--- src/rtl/router_arb_pkg.sv ---
// ----------------------------------------------------------------------------
// router_arb_pkg
//   Definitions shared by the mesh-router output arbiter:
//     - NUM_PORTS / IDX_W    : port count and port-index width
//     - P_LOCAL..P_WEST      : symbolic input-port indices
//     - arb_state_t          : arbiter FSM state encoding
//     - onehot_to_idx()      : one-hot select vector to binary port index
// ----------------------------------------------------------------------------
package router_arb_pkg;

    localparam int NUM_PORTS = 5;
    localparam int IDX_W     = $clog2(NUM_PORTS);

    localparam int P_LOCAL = 0;
    localparam int P_NORTH = 1;
    localparam int P_EAST  = 2;
    localparam int P_SOUTH = 3;
    localparam int P_WEST  = 4;

    typedef enum logic {
        ARB_IDLE   = 1'b0,
        ARB_LOCKED = 1'b1
    } arb_state_t;

    // OR-reduction encoder: the result is only meaningful for one-hot or
    // all-zero inputs, and all-zero encodes to index 0.
    function automatic logic [IDX_W-1:0] onehot_to_idx(input logic [NUM_PORTS-1:0] oh);
        logic [IDX_W-1:0] idx;
        idx = '0;
        for (int i = 0; i < NUM_PORTS; i++) begin
            if (oh[i]) begin
                idx = idx | IDX_W'(i);
            end
        end
        return idx;
    endfunction

endpackage : router_arb_pkg

--- src/rtl/router_rr_output_arbiter_rr_pick.sv ---
// ----------------------------------------------------------------------------
// rr_pick
//   Purely combinational rotating-priority encoder.
//   Grants the first set bit of req scanning ptr, ptr+1, ..., NUM_PORTS-1,
//   0, ..., ptr-1.
// Ports
//   req  in  [NUM_PORTS-1:0]  request vector
//   ptr  in  [IDX_W-1:0]      highest-priority port
//   gnt  out [NUM_PORTS-1:0]  one-hot grant, zero when req is zero
//   idx  out [IDX_W-1:0]      binary index of gnt, zero when req is zero
// ----------------------------------------------------------------------------
module rr_pick
    import router_arb_pkg::*;
#(
    parameter int NUM_PORTS = router_arb_pkg::NUM_PORTS,
    parameter int IDX_W     = $clog2(NUM_PORTS)
) (
    input  logic [NUM_PORTS-1:0] req,
    input  logic [IDX_W-1:0]     ptr,
    output logic [NUM_PORTS-1:0] gnt,
    output logic [IDX_W-1:0]     idx
);

    localparam int DW = 2 * NUM_PORTS;

    logic [DW-1:0] dbl_req;
    logic [DW-1:0] below_ptr;
    logic [DW-1:0] masked;
    logic [DW-1:0] first;

    // Two copies of req side by side: masking the bits below ptr in the
    // lower copy leaves the upper copy to supply the wrapped-around ports,
    // so a plain lowest-set-bit search implements the rotation.
    always_comb begin
        dbl_req   = {req, req};
        below_ptr = (DW'(1) << ptr) - DW'(1);
        masked    = dbl_req & ~below_ptr;
        first     = masked & (~masked + DW'(1));
        gnt       = first[NUM_PORTS-1:0] | first[DW-1:NUM_PORTS];
        idx       = onehot_to_idx(gnt);
    end

endmodule : rr_pick

--- src/rtl/router_rr_output_arbiter.sv ---
// ----------------------------------------------------------------------------
// router_rr_output_arbiter
//   Per-output-port round-robin arbiter for the 5-port mesh router. Picks one
//   requesting input per cycle, rotates priority after every completed
//   packet and holds the grant from head to tail so packets never interleave.
// Ports
//   CLK          in   clock, rising edge
//   RST_N        in   asynchronous reset, active low
//   req          in   [NUM_PORTS]  input i has a flit for this output
//   req_tail     in   [NUM_PORTS]  input i's presented flit is a tail
//   out_ready    in   downstream credit; flit moves when grant_valid && out_ready
//   grant        out  [NUM_PORTS]  one-hot crossbar select, zero when idle
//   grant_valid  out  |grant
//   grant_idx    out  [IDX_W]      binary index of grant, zero when no grant
//   locked       out  a multi-flit packet currently owns the output
// ----------------------------------------------------------------------------
module router_rr_output_arbiter
    import router_arb_pkg::*;
#(
    parameter int NUM_PORTS = router_arb_pkg::NUM_PORTS,
    parameter int IDX_W     = $clog2(NUM_PORTS)
) (
    input  logic                 CLK,
    input  logic                 RST_N,
    input  logic [NUM_PORTS-1:0] req,
    input  logic [NUM_PORTS-1:0] req_tail,
    input  logic                 out_ready,
    output logic [NUM_PORTS-1:0] grant,
    output logic                 grant_valid,
    output logic [IDX_W-1:0]     grant_idx,
    output logic                 locked
);

    arb_state_t           state_q, state_d;
    logic [IDX_W-1:0]     ptr_q, ptr_d;
    logic [IDX_W-1:0]     owner_q, owner_d;

    logic [NUM_PORTS-1:0] pick_gnt;
    logic [IDX_W-1:0]     pick_idx;
    logic [NUM_PORTS-1:0] owner_oh;
    logic                 fire;
    logic                 tail_hit;

    // Priority moves one past the port whose packet just finished; the wrap
    // is a compare so NUM_PORTS need not be a power of two.
    function automatic logic [IDX_W-1:0] next_ptr(input logic [IDX_W-1:0] cur);
        if (cur == IDX_W'(NUM_PORTS - 1)) begin
            return '0;
        end
        return cur + IDX_W'(1);
    endfunction

    rr_pick #(
        .NUM_PORTS (NUM_PORTS),
        .IDX_W     (IDX_W)
    ) u_rr_pick (
        .req (req),
        .ptr (ptr_q),
        .gnt (pick_gnt),
        .idx (pick_idx)
    );

    assign owner_oh = NUM_PORTS'(1) << owner_q;

    always_comb begin
        grant     = '0;
        grant_idx = '0;
        fire      = 1'b0;
        tail_hit  = 1'b0;
        state_d   = state_q;
        ptr_d     = ptr_q;
        owner_d   = owner_q;

        case (state_q)
            ARB_IDLE: begin
                grant     = pick_gnt;
                grant_idx = pick_idx;
                fire      = (|grant) && out_ready;
                // grant is one-hot, so this selects the winner's tail bit
                tail_hit  = |(req_tail & grant);
                if (fire) begin
                    if (tail_hit) begin
                        ptr_d = next_ptr(pick_idx);
                    end else begin
                        state_d = ARB_LOCKED;
                        owner_d = pick_idx;
                    end
                end
            end
            ARB_LOCKED: begin
                // Only the owner can be granted; if it bubbles the output
                // idles but the lock is kept.
                grant     = owner_oh & req;
                grant_idx = (|grant) ? owner_q : '0;
                fire      = (|grant) && out_ready;
                tail_hit  = |(req_tail & grant);
                if (fire && tail_hit) begin
                    state_d = ARB_IDLE;
                    ptr_d   = next_ptr(owner_q);
                end
            end
            default: begin
                state_d = ARB_IDLE;
            end
        endcase
    end

    assign grant_valid = |grant;
    assign locked      = (state_q == ARB_LOCKED);

    always_ff @(posedge CLK or negedge RST_N) begin
        if (!RST_N) begin
            state_q <= ARB_IDLE;
            ptr_q   <= '0;
            owner_q <= '0;
        end else begin
            state_q <= state_d;
            ptr_q   <= ptr_d;
            owner_q <= owner_d;
        end
    end

    a_grant_onehot0 : assert property (@(posedge CLK) disable iff (!RST_N)
        $onehot0(grant));
    a_grant_has_req : assert property (@(posedge CLK) disable iff (!RST_N)
        grant_valid |-> req[grant_idx]);
    a_locked_owner  : assert property (@(posedge CLK) disable iff (!RST_N)
        (state_q == ARB_LOCKED) |-> ((grant == '0) || (grant == owner_oh)));

endmodule : router_rr_output_arbiter
--- config.mk ---
export PLATFORM = sky130hd
export DESIGN_NAME = router_rr_output_arbiter
export DESIGN_NICKNAME = d
export VERILOG_FILES = /design/src/rtl/router_arb_pkg.sv /design/src/rtl/router_rr_output_arbiter_rr_pick.sv /design/src/rtl/router_rr_output_arbiter.sv
export SDC_FILE = /design/constraint.sdc
export NUM_CORES = 1
export LEC_CHECK = 0
export BUFFER_PORTS_ARGS = -buffer_cell sky130_fd_sc_hd__clkbuf_2
export CORE_MARGIN = 2
export CORE_UTILIZATION = 40
export DETAILED_ROUTE_END_ITERATION = 10
export HOLD_SLACK_MARGIN = 0.06
export PLACE_DENSITY = 0.7
export SLEW_MARGIN = 30
export SYNTH_ARGS = -nofsm -noshare
export SYNTH_HDL_FRONTEND = slang
export SYNTH_SLANG_ARGS = --single-unit
export TNS_END_PERCENT = 100
--- constraint.sdc ---
create_clock -name CLK -period 4.1 [get_ports CLK]
set_input_delay 0.615 -clock CLK [delete_from_list [all_inputs] [get_ports CLK]]
set_output_delay 0.615 -clock CLK [all_outputs]
set_load 0.02 [all_outputs]
==> flow_summary.yaml <==
timing:
  timing.fmax_ghz: 0.261
  post-route-min-period_ns: 3.84
  max-slew-margin-rel_pct: 62.2
  fin_crit_sh_pct: 93.6
  rsz0062_at_grt: "false"
  hold_viol: 0
  final-setup-viol-count: 0
  setup_ws_ns: 0.264
  fin_setup_tns_ns: 0
  skew_ns: 0.000814
  worstMarginPinSlew_ns: 0.567
  maxSlewViolCount: 0
setup_path:
  rr_endpoint: "ptr_q[0]"
  slowest_delay_ns: 0.42
  cp_max_fo: 10
  crit_path_end_kind: "output port"
  worstReg2RegStart: "ptr_q[0]"
  worstRegToRegCells: 12
  critPathLaunch: "ptr_q[0]"
  crit_slowest_cell: "dfrtp_2"
  path_cells: "inv_1 -> or3_1 -> ha_1 -> nor3b_1 -> or3_4 -> o211ai_1 -> nand2_1 -> nor2_1 -> a21oi_1 -> or3_1 -> clkbuf_2"
  crit_top_cell: "or3_1"
  cpLargestDelayFamily: "simple AND/OR/NAND/NOR gates"
  arrival_ns: 3.22
  cp.required_ns: 3.48
  cp_num_buf_inv: 2
  cp.depth: 11
  r2r_slack_ns: 0.61
  cp-start-kind: "register"
  crit_type: "reg2out"
  cp-endpoint: "grant_valid"
floorplanning:
  start_util_pct: 41.9
  die_y_um: 60.3
  die_w_um: 60.3
  core_sq_um: 3030
  num_rows: 20
  ios: 23
  die_area_sq_um: 3640
clock_tree:
  clock_sinks: 7
  h-tree-depth: 1
  numCtsBuffers: 3
  cts_root_buffer: "clkbuf_4"
  path_clk_slew_ns: 0.05
  clock_path_buffers: 2
  cts_hold_buf: 0
  clk_latency_ns: 0.24
  cts_setup_buffers: 0
  cts_tree: "yes"
  cts_resized: 0
global_route:
  grt_pass1_wl_um: 5520
  grt_use_total_pct: 19.6
  grt_max_degree: 21
  antenna_found_initial: 0
  grt_pass1_vias: 1244
  grt-ovfl-total: 0
final_layout:
  fin_nets: 211
  layout_common_cells: "clkbuf_2 (22), nand2_1 (20), o21ai_0 (13)"
  drive_gt1_share_pct: 25.4
  final_util_pct: 47.0
  final_common_cell: "clkbuf_2"
  syn_to_final_growth_pct: 12.1
  diodes: 0
  design_area_sq_um: 1420
  fillCellCount: 299
pwr:
  worst_ir_drop_vdd_mv: 0.124
  powerDensity_nw_per_um2: 120
  leakagePower_nw: 0.639
drt:
  wl_um: 3250
  firstDrtPassIters: 5
  drt-initial-drc-count: 127
  antenna_left: 0
  vias_per_cell: 5.73
  wire_per_inst_um: 14.0
  drc: 0
  dr_total_vias: 1334
synthesis:
  avgSynthCellArea_sq_um: 7.38
  synth-seq-cells: 7
  async_flop_share_pct: 100
  synth_area_sq_um: 1270
  synth_cells: 172
  synth_warnings: 0
  synth_edf_count: 0
  yosysUniqueCellTypes: 55
  ys.flop_type: "dfrtp_1"
  syn-num-nets: 193
  yosysSeqAreaShare_pct: 13.8
min_path:
  hold_path.class: "in2async"
placed_design:
  place_hpwl_um: 2670
  placed_cell_area_sq_um: 1400
  place_ws_ns: 0.438
  portBuffers: 22
  globalplace.congestion: 0.890
run_status:
  outcome: "completed"
run:
  maxCapViolCount: 0
-- registers in the layout, indices dropped and copies added (netlist names) --
name / flops
owner_q: 3
locked: 1
ptr_q: 3
-- synth_stat cells, types with 3 or more instances --
| cell | n | area (sq um) |
|---|---|---|
| ha_1 | 8 | 100 |
| nor2_1 | 7 | 26.3 |
| and3_1 | 3 | 18.8 |
| o21ai_0 | 13 | 65.1 |
| nand4_1 | 3 | 18.8 |
| nor3_1 | 3 | 15.0 |
| inv_1 | 11 | 41.3 |
| a21oi_1 | 12 | 60.1 |
| dfrtp_1 | 7 | 175 |
| a211oi_1 | 4 | 30.0 |
| nand2_1 | 20 | 75.1 |
| clkbuf_1 | 4 | 15.0 |
| or3_1 | 5 | 31.3 |
| mux2_4 | 3 | 45.0 |
| nand3_1 | 5 | 25.0 |
| nand2b_1 | 6 | 37.5 |
| buf_2 | 7 | 35.0 |
| nor3b_1 | 3 | 22.5 |
| mux2i_1 | 4 | 40.0 |
-- worst register-to-register path: cells and delay by family, from the launching register on --
family / cells / cell delay, ns
simple gates: 5 / 1.37
mux: 1 / 0.27
flops: 1 / 0.42
fa+ha+maj: 2 / 0.53
compound gates: 3 / 0.68
buf+inv: 1 / 0.10
-- logic make-up (layout without fill, tap and decap cells) --
kind of cell,after synthesis,after routing,synth area share (%)
and+or+nand+nor,73,73,33.8
AOI/OAI and AO/OA,50,50,26.9
buffers and inverters,24,41,8.67
adders and majority gates,8,8,7.88
muxes,8,8,7.59
DFF,7,7,13.8
xor gates and xnor gates,2,2,1.38
-- worst min path at each step --
stage | start | endpoint | slack [ns]
2_1_floorplan | RST_N | locked | 0.32
3_3_place_gp | RST_N | owner_q[0] | 0.46
3_5_place_dp | RST_N | owner_q[0] | 0.46
4_1_cts | RST_N | ptr_q[0] | 0.20
5_1_grt | RST_N | owner_q[1] | 0.20
6_report | RST_N | owner_q[1] | 0.20
-- through the flow --
stage,hold WS [ns],total power [mW],cells
after floorplan,0.319,0.0962,172
final,0.200,0.171,233
after global placement,0.458,0.112,229
after CTS,0.203,0.172,233
after global routing,0.196,0.183,233
after detailed placement,0.462,0.112,229
-- final cells by class --
type | count | area, sq um | area share (%)
well taps | 44 | 55.1 | 3.87
inverters | 11 | 41.3 | 2.90
flip-flops and latches | 7 | 176 | 12.4
clock buffers | 4 | 26.3 | 1.85
repair buffers | 26 | 140 | 9.84
multi-input cells | 141 | 985 | 69.2
-- layer usage --
layer	global-route usage, %	wire length [um]	vias to the layer above
li1	-	-	667
met4	4.76	0	0
met5	0	0	-
met2	32.0	1520	56
met1	28.0	1470	611
met3	1.71	257	0
-- where the power goes --
group          total, mW  internal, mW  switching, mW
Clock             0.0592        0.0369         0.0222
Combinational     0.0423        0.0155         0.0268
Sequential        0.0692        0.0692              0
Total              0.171         0.122         0.0490
(Power assumes the default switching activity.)
